## src/rtl/arith_pkg.sv

```systemverilog
// Purpose : shared operation encoding and parameter helpers for the inc/negate datapath.
// Latency : n/a (types and constant functions only).
// Backpr. : n/a.
package arith_pkg;

  typedef enum logic [1:0] {
    OP_PASS = 2'b00,
    OP_INC  = 2'b01,
    OP_NOT  = 2'b10,
    OP_NEG  = 2'b11
  } op_e;

  // Integer ceiling division, used to size the pipeline at elaboration time.
  function automatic int ceil_div(input int num, input int den);
    return (num + den - 1) / den;
  endfunction

endpackage

```

## src/rtl/pipelined_inc_negate_ha_segment.sv

```systemverilog
// Purpose : W-bit half-adder carry chain (adds a single carry-in to a W-bit word).
// Latency : combinational.
// Backpr. : none; pure logic.
// Ports   : a_i word in, cin_i carry in, sum_o sum, cout_o carry out of bit W-1,
//           cmsb_o carry into bit W-1.
module ha_segment #(
  parameter int W = 4
) (
  input  logic [W-1:0] a_i,
  input  logic         cin_i,
  output logic [W-1:0] sum_o,
  output logic         cout_o,
  output logic         cmsb_o
);

  logic [W:0] c;

  always_comb begin
    c     = '0;
    sum_o = '0;
    c[0]  = cin_i;
    for (int i = 0; i < W; i++) begin
      sum_o[i] = a_i[i] ^ c[i];
      c[i+1]   = a_i[i] & c[i];
    end
  end

  assign cout_o = c[W];
  assign cmsb_o = c[W-1];

endmodule

```

## src/rtl/pipelined_inc_negate.sv

```systemverilog
// Purpose : pass / increment / ones' complement / negate of a WIDTH-bit operand,
//           carry chain split into SEG-bit segments, one pipeline stage each.
// Latency : NSTAGE = ceil(WIDTH/SEG) cycles; throughput 1/cycle.
// Backpr. : whole pipeline holds when out_valid && !out_ready; in_ready = advance.
// Ports   : clk, rst_n (async active-low); in_valid/in_ready/in_data/in_op operand side;
//           out_valid/out_ready/out_data/out_cout/out_ovf result side.
module pipelined_inc_negate
  import arith_pkg::*;
#(
  parameter int WIDTH = 16,
  parameter int SEG   = 4
) (
  input  logic             clk,
  input  logic             rst_n,
  input  logic             in_valid,
  output logic             in_ready,
  input  logic [WIDTH-1:0] in_data,
  input  logic [1:0]       in_op,
  output logic             out_valid,
  input  logic             out_ready,
  output logic [WIDTH-1:0] out_data,
  output logic             out_cout,
  output logic             out_ovf
);

  localparam int NSTAGE = ceil_div(WIDTH, SEG);
  // Width of the top segment; narrower than SEG when WIDTH is not a multiple.
  localparam int LASTW  = WIDTH - (NSTAGE - 1) * SEG;

  op_e op;
  logic adv;

  // Inter-stage buses: index 0 is the formatted input, index k+1 is stage k's register.
  logic             vld_s  [NSTAGE+1];
  logic [WIDTH-1:0] dat_s  [NSTAGE+1];
  logic             cy_s   [NSTAGE+1];
  logic             cmsb_s [NSTAGE+1];

  assign op       = op_e'(in_op);
  assign adv      = !out_valid || out_ready;
  assign in_ready = adv;

  assign vld_s[0]  = in_valid;
  assign dat_s[0]  = (op == OP_NOT || op == OP_NEG) ? ~in_data : in_data;
  assign cy_s[0]   = (op == OP_INC || op == OP_NEG);
  assign cmsb_s[0] = 1'b0;

  for (genvar k = 0; k < NSTAGE; k++) begin : g_stage
    localparam int W = (k == NSTAGE - 1) ? LASTW : SEG;

    logic [W-1:0]     seg_sum;
    logic             seg_cout;
    logic             seg_cmsb;
    logic [WIDTH-1:0] dat_d;
    logic             cmsb_d;
    logic             vld_q;
    logic [WIDTH-1:0] dat_q;
    logic             cy_q;
    logic             cmsb_q;

    ha_segment #(.W(W)) u_seg (
      .a_i    (dat_s[k][k*SEG +: W]),
      .cin_i  (cy_s[k]),
      .sum_o  (seg_sum),
      .cout_o (seg_cout),
      .cmsb_o (seg_cmsb)
    );

    // Resolve this stage's segment; higher segments pass through still raw.
    always_comb begin
      dat_d               = dat_s[k];
      dat_d[k*SEG +: W]   = seg_sum;
    end

    // The MSB lives in the last segment, so its carry-in is only known there.
    assign cmsb_d = (k == NSTAGE - 1) ? seg_cmsb : cmsb_s[k];

    always_ff @(posedge clk or negedge rst_n) begin
      if (!rst_n) begin
        vld_q  <= 1'b0;
        dat_q  <= '0;
        cy_q   <= 1'b0;
        cmsb_q <= 1'b0;
      end else if (adv) begin
        vld_q  <= vld_s[k];
        dat_q  <= dat_d;
        cy_q   <= seg_cout;
        cmsb_q <= cmsb_d;
      end
    end

    assign vld_s[k+1]  = vld_q;
    assign dat_s[k+1]  = dat_q;
    assign cy_s[k+1]   = cy_q;
    assign cmsb_s[k+1] = cmsb_q;
  end

  assign out_valid = vld_s[NSTAGE];
  assign out_data  = dat_s[NSTAGE];
  assign out_cout  = cy_s[NSTAGE];
  // Signed overflow: carry into MSB differs from carry out of MSB.
  assign out_ovf   = cmsb_s[NSTAGE] ^ cy_s[NSTAGE];

endmodule
```

## config.mk

```make
export PLATFORM = sky130hd
export DESIGN_NAME = pipelined_inc_negate
export DESIGN_NICKNAME = d
export VERILOG_FILES = /design/src/rtl/arith_pkg.sv /design/src/rtl/pipelined_inc_negate_ha_segment.sv /design/src/rtl/pipelined_inc_negate.sv
export SDC_FILE = /design/constraint.sdc
export NUM_CORES = 1
export LEC_CHECK = 0
export ABC_CLOCK_PERIOD_IN_PS = 3250
export CAP_MARGIN = 10
export CELL_PAD_IN_SITES_DETAIL_PLACEMENT = 1
export CELL_PAD_IN_SITES_GLOBAL_PLACEMENT = 2
export CORE_UTILIZATION = 44
export CTS_CLUSTER_DIAMETER = 200
export CTS_CLUSTER_SIZE = 25
export DETAILED_ROUTE_END_ITERATION = 6
export MAX_ROUTING_LAYER = met4
export PLACE_DENSITY_LB_ADDON = 0.12
export SETUP_SLACK_MARGIN = 0.15
export SYNTH_ARGS = -nofsm -noshare
export SYNTH_HDL_FRONTEND = slang
export SYNTH_HIERARCHICAL = 1
export SYNTH_SLANG_ARGS = --single-unit
```

## constraint.sdc

```tcl
create_clock -name clk -period 3.25 [get_ports clk]
set_clock_uncertainty 0.05 [all_clocks]
set_input_delay 0.325 -clock clk [delete_from_list [all_inputs] [get_ports clk]]
set_output_delay 0.325 -clock clk [all_outputs]
set_load 0.005 [all_outputs]
```

==> metrics.log, run 1 <==
[metrics] run status: completed
[metrics] Final Non-Filler Cells: 341
[metrics] worst slew pin tran: approximately 0.9 ns
[metrics] total of buffers placed on input and output ports: 41
[metrics] number of setup violations in the final report: 0
[metrics] worst-path maximum fanout: 22
[metrics] part of the cycle the worst path needs: 0.656
[metrics] Netlist Area Pre-Place: 0.00352 mm^2
[metrics] total wire length: 5620 um
[metrics] post-synthesis cell type count: 12
[metrics] routed wirelength normalized by instance count: 16.5 um
[metrics] number of clock sinks seen by CTS: 73
[metrics] Worst Setup Path Type: input pin to output pin
[metrics] Syn Inst Count: 207
[metrics] P_sw: 0.924 mW
[metrics] Starting Density: 0.455
[metrics] fill cell instance count of the final layout: ~740
[metrics] clock latency at the later pin of the worst-skew pair: about 0.34 ns
[metrics] I/O pin total: 42
[metrics] floorplan core area: 0.00773 mm^2
[metrics] post-cts sizing count: 0
[metrics] critical path endpoint category: output pin
[metrics] number of cells in the design after placement: ~330
[metrics] Synth Register Bits: 73
[metrics] total global routing overflow: 0
[metrics] largest cells by area after synthesis: dfrtp_1, mux2_4, ha_1, mux2_2, xor2_1
[metrics] P&R area growth vs syn: 12.6%
[metrics] portion of total power attributed to combinational logic: 0.360
[metrics] Critical Path Start Type: input pin
[metrics] Die ar.: 0.00835 mm^2
[metrics] startpoint of the lowest-slack register-to-register path: g_stage[2].dat_q[12]
[metrics] FF+latch area: 0.00183 mm^2
[metrics] wire length of the first global-routing pass: 9600 um
[metrics] remaining number of nets flagged by the antenna check after routing: 0
[metrics] class of the worst hold path: input pin to async pin
[metrics] share of synthesized area occupied by flip-flops and latches: 0.520
[metrics] CTS Root Cell: clkbuf_8
[metrics] via count of the first global-routing pass: around 1900
[metrics] R2R setup slack: 1.48 ns
[metrics] number of design-rule violations left by the first detailed-router iteration: 66
[metrics] Pleak: 1.93 nW
[metrics] power per cell area: 858 mW/mm^2
[metrics] total via count after detailed routing: 1621
[metrics] YS warnings: 6
[metrics] share of total power consumed by net switching: 0.272
[metrics] reg2reg end: out_data[15]
[metrics] Layout Nets: 272
[metrics] net count after synthesis: 245
[metrics] number of failing hold endpoints at the final stage: 0
[metrics] relative contribution of sequential cells to total power: 0.457
[metrics] global-route usage over all layers: 0.153
[metrics] signal arrival time at the worst endpoint: around 1.8 ns
[metrics] minimum clock period: ~2.1 ns
[metrics] Pre-Repair DR Iteration Count: 2
[metrics] cell internal power dissipation: 2.47 mW
[metrics] Fmax: roughly 0.47 GHz
[metrics] drt drc: 0
[metrics] number of buffers inserted during clock tree synthesis: 9
[metrics] most common library cell in the layout ignoring fill and taps: dfrtp_1
[metrics] H-tree lvl count: 3
[metrics] part of the total power dissipated in the clock network: 0.184
[metrics] clock tree from TritonCTS: yes
[metrics] per-cell via count in the routed design: 4.75
[metrics] number of post-CTS setup repair buffers: 0
[metrics] count of inserted antenna diode cells: 0
[metrics] launching instance or port of the critical path: out_ready
[metrics] Max Root-Sink Buffers: 2
[metrics] pin count of the biggest net entering global routing: 74
[metrics] total area of multi-input combinational cells: ~0.0014 mm^2
[metrics] Vert. Die Dim: 91.4 um
[metrics] leading cell types in the layout, fill and taps excluded: dfrtp_1, mux2_4, clkdlybuf4s50_1
[metrics] clock transition time at the flip-flop clock pins of the worst setup and hold paths: roughly 0.080 ns
[metrics] Max-slew headroom: 0.404
[metrics] RePlAce Congestion: 0.733
[metrics] max-cap violation count: 0
[metrics] pins over their slew limit: 0
[metrics] die width: 91.4 um
[metrics] setup repair after global routing missed its margin: false
[metrics] Setup TNS Final: 0 ns
[metrics] HPWL after detailed placement: slightly below 4000 um
[metrics] post-route worst setup slack: 1.12 ns
[metrics] Post-Place Setup Slack: 0.781 ns
[metrics] layout cell share with drive strength beyond 1: 0.381
[metrics] cell type contributing the most total cell area after synthesis: dfrtp_1
[metrics] Peak supply drop: 0.540 mV
[metrics] final design instance area without fill: 0.00396 mm^2
[metrics] R2R cell count: 5
[metrics] cell row count: 32
[metrics] number of antenna violations at the first check in global routing: 0
[metrics] dpl cell area: 0.00379 mm^2
[metrics] number of buffers inserted for hold repair after clock tree synthesis: 0
[metrics] Worst EP required: 2.87 ns
[metrics] syn_area_per_cell: ~17 um^2
[metrics] top-area cell type share of the netlist area: 0.520
[metrics] power consumption: 3.40 mW
[through the flow]
step / utilization / hold WS (ns)
floorplan: - / -0.0206
global placement: 0.490 / 0.405
detailed placement: 0.490 / 0.402
CTS: 0.512 / 0.102
global route: 0.512 / 0.130
finish: 0.512 / 0.0631
[kinds of logic after synthesis]
family	after synthesis	synth area share
flops	73	0.520
buf+inv	27	0.0829
simple gates	2	0.00569
xor+xnor	17	0.0423
mux	72	0.293
fa+ha+maj	16	0.0569
[cell usage after synthesis]
cell type	number
buf_12	7
buf_2	1
buf_4	16
buf_6	2
clkbuf_1	1
dfrtp_1	73
ha_1	16
mux2_2	14
mux2_4	58
nand2b_1	1
nand2b_4	1
xor2_1	17
[area by class of cell]
class	instances	area share
clock inverter	5	0.00790
multi-input combinational	107	0.353
timing repair buffer	43	0.110
sequential	73	0.461
tap	102	0.0322
clock buffer	11	0.0357
[registers in the layout, indices dropped and copies added (netlist names)]
signal / count
out_valid: 1
g_stage.dat_q: 48
out_cout: 1
g_stage.cmsb_q: 1
g_stage.cy_q: 3
g_stage.vld_q: 3
out_data: 16
[power by group through the flow]
stage / sequential (mW) / combinational [mW] / clock (mW)
after CTS: 1.56 / 1.24 / 0.647
after global routing: 1.61 / 1.31 / 0.682
after detailed placement: 1.58 / 1.23 / 0
after floorplan: 1.47 / 1.10 / 0
after global placement: 1.54 / 1.19 / 0
final: 1.55 / 1.22 / 0.623
[worst max-delay path by stage]
stage          slack, ns                   to
2_1_floorplan       1.30  g_stage[0].dat_q[3]
3_3_place_gp        0.84  g_stage[0].dat_q[3]
3_5_place_dp        0.78  g_stage[0].dat_q[3]
4_1_cts             1.12             in_ready
5_1_grt             1.08             in_ready
6_report            1.12             in_ready
[layer usage]
layer	vias to the layer above	GRT usage	share of wire
li1	747	-	-
met3	9	0.0276	0.026
met2	34	0.225	0.46
met5	-	-	0
met1	831	0.206	0.50
met4	0	0.0675	0.015
[worst max-delay path, stage by stage]
cell and delay, ns:
clkdlybuf4s50_1 0.45, nand2b_4 0.38, clkdlybuf4s50_1 0.59
(Power assumes the default switching activity.)
==> inputs of run 2 (changes only) <==
--- a/config.mk
+++ b/config.mk
@@ -5,11 +5,11 @@
 export SDC_FILE = /design/constraint.sdc
 export NUM_CORES = 1
 export LEC_CHECK = 0
-export ABC_CLOCK_PERIOD_IN_PS = 3250
+export ABC_CLOCK_PERIOD_IN_PS = 1850
 export CAP_MARGIN = 10
 export CELL_PAD_IN_SITES_DETAIL_PLACEMENT = 1
 export CELL_PAD_IN_SITES_GLOBAL_PLACEMENT = 2
-export CORE_UTILIZATION = 44
+export CORE_UTILIZATION = 37
 export CTS_CLUSTER_DIAMETER = 200
 export CTS_CLUSTER_SIZE = 25
 export DETAILED_ROUTE_END_ITERATION = 6
==> constraint.sdc (replaced) <==
create_clock -name clk -period 1.85 [get_ports clk]
set_clock_uncertainty 0.05 [all_clocks]
set_input_delay 0.185 -clock clk [delete_from_list [all_inputs] [get_ports clk]]
set_output_delay 0.185 -clock clk [all_outputs]
set_load 0.005 [all_outputs]
==> run 2 against run 1 <==
Effect of this change:
- setup slack got worse by 0.93 ns
- hold slack improved by 0.23 ns
- combinational power increased by 88%
- register-to-register slack got worse by 1.3 ns
- critical path type is now flop to flop
- sequential share of layout area decreased by 2.4 points
- largest cell class unchanged
- clock-buffer cell count increased by 2
- via count increased by 2.3%
- cell count increased by 11%
- critical endpoint is now g_stage[1].dat_q[7]
- wire length increased by 1.8%
- core utilization decreased by 6.0 points
- sequential power increased by 75%
==> metrics.log, run 2 (synthesis gave the netlist of run 1 again) <==
[metrics] run status: completed
[metrics] via count of the first global-routing pass: 1791 (-4.3%)
[metrics] Pleak: 2.01 nW (+4.5%)
[metrics] remaining number of nets flagged by the antenna check after routing: 0 (unchanged)
[metrics] Post-Place Setup Slack: -0.256 ns (-1.04 ns)
[metrics] per-cell via count in the routed design: 4.38 (-7.9%)
[metrics] global-route usage over all layers: 0.134 (-0.0184)
[metrics] number of antenna violations at the first check in global routing: 0 (unchanged)
[metrics] RePlAce Congestion: 0.679 (-7.5%)
[metrics] Crit-path slowest cell: dfrtp_1
[metrics] clock tree from TritonCTS: yes
[metrics] final design instance area without fill: 0.00418 mm^2 (+5.5%)
[metrics] fill cell instance count of the final layout: 901 (+21%)
[metrics] leading cell types in the layout, fill and taps excluded: dfrtp_1, mux2_4, clkdlybuf4s50_1
[metrics] Worst Setup Path Type: flop to flop
[metrics] wire length of the first global-routing pass: 9690 um (+0.94%)
[metrics] H-tree lvl count: 3 (unchanged)
[metrics] number of clock sinks seen by CTS: 73 (unchanged)
[metrics] HPWL after detailed placement: 4010 um (+4.3%)
[metrics] pin count of the biggest net entering global routing: 43 (-42%)
[metrics] Setup TNS Final: 0 ns (unchanged)
[metrics] pins over their slew limit: 0 (unchanged)
[metrics] flip-flop count of the largest register, all copies and words added: 48 (unchanged)
[metrics] Max Root-Sink Buffers: 2 (unchanged)
[metrics] Fmax: ~0.6 GHz
[metrics] CP peak stage delay: 0.40 ns (-0.19 ns)
[metrics] cell breakdown of the critical path: ha_1 > ha_1 > ha_1 > ha_1 > mux2_4
[metrics] most common library cell in the layout ignoring fill and taps: dfrtp_1
[metrics] CTS Root Cell: clkbuf_8
[metrics] class of the worst hold path: input pin to async pin
[metrics] Pre-Repair DR Iteration Count: 4 (+2)
[metrics] number of setup violations in the final report: 0 (unchanged)
[metrics] count of inserted antenna diode cells: 0 (unchanged)
[metrics] die width: 99.5 um (+8.9%)
[metrics] Vert. Die Dim: 99.5 um (+8.9%)
[metrics] Critical Path Most Common Cell: ha_1
[metrics] minimum clock period: 1.66 ns
[metrics] post-layout util: 0.452 (-0.0602)
[metrics] Critical Path Start Type: flop
[metrics] total global routing overflow: 0 (unchanged)
[metrics] worst-path maximum fanout: 2 (-91%)
[metrics] drt drc: 0 (unchanged)
[metrics] smallest hold slack: 0.296 ns (+0.233 ns)
[metrics] Layout Nets: 284 (+4.4%)
[metrics] Starting Density: 0.381 (-0.0745)
[metrics] number of cells in the design after placement: 357 (+9.8%)
[metrics] worst slew pin tran: 0.444 ns (-0.450 ns)
[metrics] number of buffers inserted during clock tree synthesis: 9 (unchanged)
[metrics] I/O pin total: 42 (unchanged)
[metrics] Max-slew headroom: 0.704 (+0.300)
[metrics] Worst EP required: 2.01 ns (-0.86 ns)
[metrics] register with the highest flop count: g_stage.dat_q
[metrics] signal arrival time at the worst endpoint: 1.82 ns (+0.06 ns)
[metrics] clock transition time at the flip-flop clock pins of the worst setup and hold paths: 0.07 ns (about the same)
[metrics] critical path buffer and inverter count: 0 (-2)
[metrics] setup repair after global routing missed its margin: false
[metrics] number of design-rule violations left by the first detailed-router iteration: 30 (-55%)
[metrics] max-cap violation count: 0 (unchanged)
[metrics] Final Non-Filler Cells: 379 (+11%)
[metrics] layout cell share with drive strength beyond 1: 0.428 (+0.0472)
[metrics] cell row count: 35 (+9.4%)
[metrics] category of cells accounting for the largest share of critical-path delay: adder cells
[metrics] number of failing hold endpoints at the final stage: 0 (unchanged)
[metrics] Peak supply drop: 0.506 mV (-6.2%)
[metrics] total via count after detailed routing: 1659 (+2.3%)
[metrics] part of the cycle the worst path needs: 0.897
[metrics] clock latency at the later pin of the worst-skew pair: 0.32 ns (-0.02 ns)
[metrics] power consumption: 6.13 mW (+81%)
[metrics] dpl cell area: 0.00393 mm^2 (+3.7%)
[metrics] floorplan core area: 0.00924 mm^2 (+20%)
[metrics] post-route worst setup slack: 0.191 ns (-0.928 ns)
[metrics] routed wirelength normalized by instance count: 15.1 um (-8.4%)
[metrics] critical path endpoint category: flop
[metrics] Die ar.: 0.00990 mm^2 (+18%)
[metrics] power per cell area: 1470 mW/mm^2 (+71%)
[metrics] P&R area growth vs syn: 18.9%
[metrics] total of buffers placed on input and output ports: 41 (unchanged)
[metrics] total wire length: 5720 um (+1.8%)
run 2: cell types whose count changed in the layout (fill, tap and decap cells not counted), moves of 2 or more:
cell,delta
clkdlybuf4s50_1,-2
ha_4,+3
ha_1,-6
ha_2,+3
clkbuf_8,+2
clkinv_2,-2
buf_12,+3
buf_4,+8
run 2: path summary, 6_finish.rpt:
kind	slack [ns]	depth (start not counted)	startpoint	end
worst max-delay path	0.19	5	g_stage[0].dat_q[4]	g_stage[1].dat_q[7]
worst min-delay path	0.30	2	rst_n	out_data[3]
worst max register to register	0.19	5	g_stage[0].dat_q[4]	g_stage[1].dat_q[7]
worst min register to register	0.44	1	g_stage[2].vld_q	out_valid
max in group asynchronous	0.87	3	rst_n	g_stage[1].dat_q[3]
min in group clk	0.42	2	in_valid	g_stage[0].vld_q
run 2: routing by layer:
metal | share of wire | up-vias | wire length, um | track usage
li1 | - | 773 | - | -
met1 | 0.51 | 849 | 2930 | 0.188
met2 | 0.45 | 33 | 2580 | 0.186
met3 | 0.026 | 4 | 148 | 0.0316
met4 | 0.011 | 0 | 61 | 0.0543
met5 | 0 | - | 0 | -
run 2: repair_timing:
action,4_1_cts,5_1_grt
hold buffers,1,0
cloned,0,0
pin swaps,0,0
endpoints found under the hold margin,31,0
endpoints found under the setup margin,3,4
setup buffers,2,4
gates resized for setup,3,2
run 2: final cells by class:
type	instances	area (um^2)	share of cell area
Clock buffer	13	169	0.0404
Clock inverter	2	12.5	0.00299
Multi-Input combinational cell	107	1440	0.345
Sequential cell	73	1830	0.437
Tap cell	129	161	0.0386
Timing Repair Buffer	55	567	0.136
run 2: where the power goes:
part	switching, mW	internal [mW]	leakage [nW]	total [mW]
Sequential	0.424	2.29	0.861	2.72
Combinational	0.642	1.64	1.06	2.29
Clock	0.543	0.589	0.0915	1.13
Total	1.61	4.53	2.01	6.13
==> inputs of run 3 (changes only) <==
--- a/config.mk
+++ b/config.mk
@@ -9,10 +9,11 @@
 export CAP_MARGIN = 10
 export CELL_PAD_IN_SITES_DETAIL_PLACEMENT = 1
 export CELL_PAD_IN_SITES_GLOBAL_PLACEMENT = 2
-export CORE_UTILIZATION = 37
+export CORE_UTILIZATION = 42
 export CTS_CLUSTER_DIAMETER = 200
 export CTS_CLUSTER_SIZE = 25
 export DETAILED_ROUTE_END_ITERATION = 6
+export DONT_BUFFER_PORTS = 1
 export MAX_ROUTING_LAYER = met4
 export PLACE_DENSITY_LB_ADDON = 0.12
 export SETUP_SLACK_MARGIN = 0.15
==> run 3 against run 2 <==
Effect of this change:
- the flow now finishes with violations (hold timing)
- critical path depth did not move
- combinational power is 25% lower
- maximum frequency up 0.87%
- die area fell by 12%
- non-clock buffer count fell by 49
- setup slack improved by 0.014 ns
- critical path type unchanged
==> metrics.log, run 3 (synthesis gave the netlist of run 1 again) <==
[metrics] most common library cell in the layout ignoring fill and taps: dfrtp_1
[metrics] P_sw: 1.52 mW (-5.6%)
[metrics] RePlAce Congestion: 0.686 (+1.1%)
[metrics] pin count of the biggest net entering global routing: 74 (+72%)
[metrics] remaining number of nets flagged by the antenna check after routing: 0 (unchanged)
[metrics] critical path buffer and inverter count: 0 (unchanged)
[metrics] CP peak stage delay: 0.40 ns (about the same)
[metrics] Peak supply drop: 0.484 mV (-4.3%)
[metrics] power per cell area: 1560 mW/mm^2 (+6.1%)
[metrics] pins over their slew limit: 0 (unchanged)
[metrics] Crit-path slowest cell: dfrtp_1
[metrics] class of the worst hold path: input pin to async pin
[metrics] Layout Nets: 235 (-17%)
[metrics] Die ar.: 0.00874 mm^2 (-12%)
[metrics] per-cell via count in the routed design: 4.82 (+10%)
[metrics] I/O pin total: 42 (unchanged)
[metrics] wire length of the first global-routing pass: 8770 um (-9.5%)
[metrics] clock latency at the later pin of the worst-skew pair: 0.34 ns (+0.02 ns)
[metrics] signal arrival time at the worst endpoint: 1.82 ns (about the same)
[metrics] clock tree from TritonCTS: yes
[metrics] Vert. Die Dim: 93.5 um (-6.0%)
[metrics] number of antenna violations at the first check in global routing: 0 (unchanged)
[metrics] number of clock sinks seen by CTS: 73 (unchanged)
[metrics] worst slew pin tran: 0.258 ns (-0.185 ns)
[metrics] total of buffers placed on input and output ports: 0 (-100%)
[metrics] relative contribution of sequential cells to total power: 0.484 (+0.041)
[metrics] total wire length: 5190 um (-9.3%)
[metrics] worst-path maximum fanout: 2 (unchanged)
[metrics] register with the highest flop count: g_stage.dat_q
[metrics] FF+latch area: 0.00183 mm^2 (unchanged)
[metrics] number of failing hold endpoints at the final stage: 73 (+73)
[metrics] max-cap violation count: 0 (unchanged)
[metrics] routed wirelength normalized by instance count: 16.9 um (+12%)
[metrics] fill cell instance count of the final layout: 808 (-10%)
[metrics] portion of total power attributed to combinational logic: 0.301 (-0.072)
[metrics] Post-Place Setup Slack: 0.182 ns (+0.437 ns)
[metrics] via count of the first global-routing pass: 1652 (-7.8%)
[metrics] total area of multi-input combinational cells: 0.00143 mm^2 (-0.69%)
[metrics] flip-flop count of the largest register, all copies and words added: 48 (unchanged)
[metrics] cell breakdown of the critical path: ha_1 > ha_1 > ha_1 > ha_1 > mux2_4
[metrics] H-tree lvl count: 3 (unchanged)
[metrics] clock transition time at the flip-flop clock pins of the worst setup and hold paths: 0.08 ns (about the same)
[metrics] number of buffers inserted during clock tree synthesis: 9 (unchanged)
[metrics] setup repair after global routing missed its margin: false
[metrics] Fmax: 0.608 GHz (+0.87%)
[metrics] floorplan core area: 0.00818 mm^2 (-12%)
[metrics] global-route usage over all layers: 0.141 (+0.00636)
[metrics] HPWL after detailed placement: 3630 um (-9.4%)
[metrics] number of design-rule violations left by the first detailed-router iteration: 15 (-50%)
[metrics] die width: 93.5 um (-6.0%)
[metrics] Critical Path Most Common Cell: ha_1
[metrics] violated checks: hold timing
[metrics] Pre-Repair DR Iteration Count: 4 (unchanged)
[metrics] leading cell types in the layout, fill and taps excluded: dfrtp_1, mux2_4, xor2_1
[metrics] Worst EP required: 2.02 ns (about the same)
[metrics] part of the cycle the worst path needs: 0.889 (-0.00770)
[metrics] Critical Path Start Type: flop
[metrics] Starting Density: 0.430 (+0.0496)
[metrics] share of total power consumed by net switching: 0.265 (+0.00305)
[metrics] P&R area growth vs syn: 4.48%
[metrics] category of cells accounting for the largest share of critical-path delay: adder cells
[metrics] layout cell share with drive strength beyond 1: 0.485 (+0.0571)
[metrics] CTS Root Cell: clkbuf_8
[metrics] total via count after detailed routing: 1481 (-11%)
[metrics] critical path endpoint category: flop
[metrics] cell internal power dissipation: 4.20 mW (-7.1%)
[metrics] Pleak: 1.80 nW (-11%)
[metrics] count of inserted antenna diode cells: 0 (unchanged)
[metrics] run status: finished with violations
[metrics] cell row count: 33 (-5.7%)
[metrics] number of setup violations in the final report: 0 (unchanged)
[metrics] number of buffers inserted for hold repair after clock tree synthesis: 1 (unchanged)
[metrics] Max Root-Sink Buffers: 2 (unchanged)
[metrics] drt drc: 0 (unchanged)
[metrics] Setup TNS Final: 0 ns (unchanged)
[metrics] smallest hold slack: -0.517 ns (-0.813 ns)
[metrics] Worst Setup Path Type: flop to flop
[metrics] total global routing overflow: 0 (unchanged)
[metrics] post-route worst setup slack: 0.206 ns (+0.0143 ns)
[metrics] part of the total power dissipated in the clock network: 0.215 (+0.030)
[metrics] minimum clock period: 1.64 ns (-0.0143 ns)
[metrics] Max-slew headroom: 0.827 (+0.123)
run 3: layout make-up:
cell class,instances,area share
flip-flops and latches,73,0.497
clock inverters,4,0.0143
well taps,105,0.0358
clock buffers,12,0.0395
multi-input cells,107,0.390
repair buffers,6,0.0232
run 3: final timing paths:
path | startpoint | endpoint | slack, ns | cells after the start
setup / recovery | g_stage[0].dat_q[4] | g_stage[1].dat_q[7] | 0.21 | 5
hold / removal | rst_n | out_data[6] | -0.52 | 0
setup reg to reg | g_stage[0].dat_q[4] | g_stage[1].dat_q[7] | 0.21 | 5
hold reg to reg | g_stage[2].vld_q | out_valid | 0.42 | 1
max in group asynchronous | rst_n | g_stage[2].dat_q[13] | 2.14 | 0
min in group clk | in_data[5] | g_stage[0].dat_q[5] | 0.08 | 2
run 3: repair_timing:
action	4_1_cts	5_1_grt
endpoints found under the hold margin	74	73
resized for setup	0	2
setup endpoints to repair	0	2
setup buffers	0	1
run 3: routing by layer:
layer | up-vias | wire length, um | GRT usage | part of all wire
li1 | 683 | - | - | -
met1 | 758 | 2580 | 0.186 | 0.50
met2 | 34 | 2310 | 0.192 | 0.44
met3 | 6 | 236 | 0.0545 | 0.045
met4 | 0 | 68 | 0.0577 | 0.013
met5 | - | 0 | - | 0
run 3: metrics by stage:
| stage | instance area (um^2) | hold slack [ns] | power (mW) | cells | util |
|---|---|---|---|---|---|
| 2_1_floorplan | 3550 | -0.161 | 4.54 | 207 | - |
| 3_3_place_gp | 3450 | -0.159 | 4.46 | 289 | 0.422 |
| 3_5_place_dp | 3450 | -0.159 | 4.55 | 289 | 0.422 |
| 4_1_cts | 3660 | -0.537 | 5.80 | 306 | 0.448 |
| 5_1_grt | 3670 | -0.548 | 6.09 | 307 | 0.449 |
| 6_report | 3670 | -0.517 | 5.72 | 307 | 0.449 |
run 3: power by group through the flow:
stage	registers, mW	logic (mW)	clock network, mW
global route	2.88	1.86	1.34
detailed placement	2.83	1.73	0
finish	2.77	1.72	1.23
floorplan	2.59	1.95	0
CTS	2.79	1.73	1.28
global placement	2.78	1.68	0
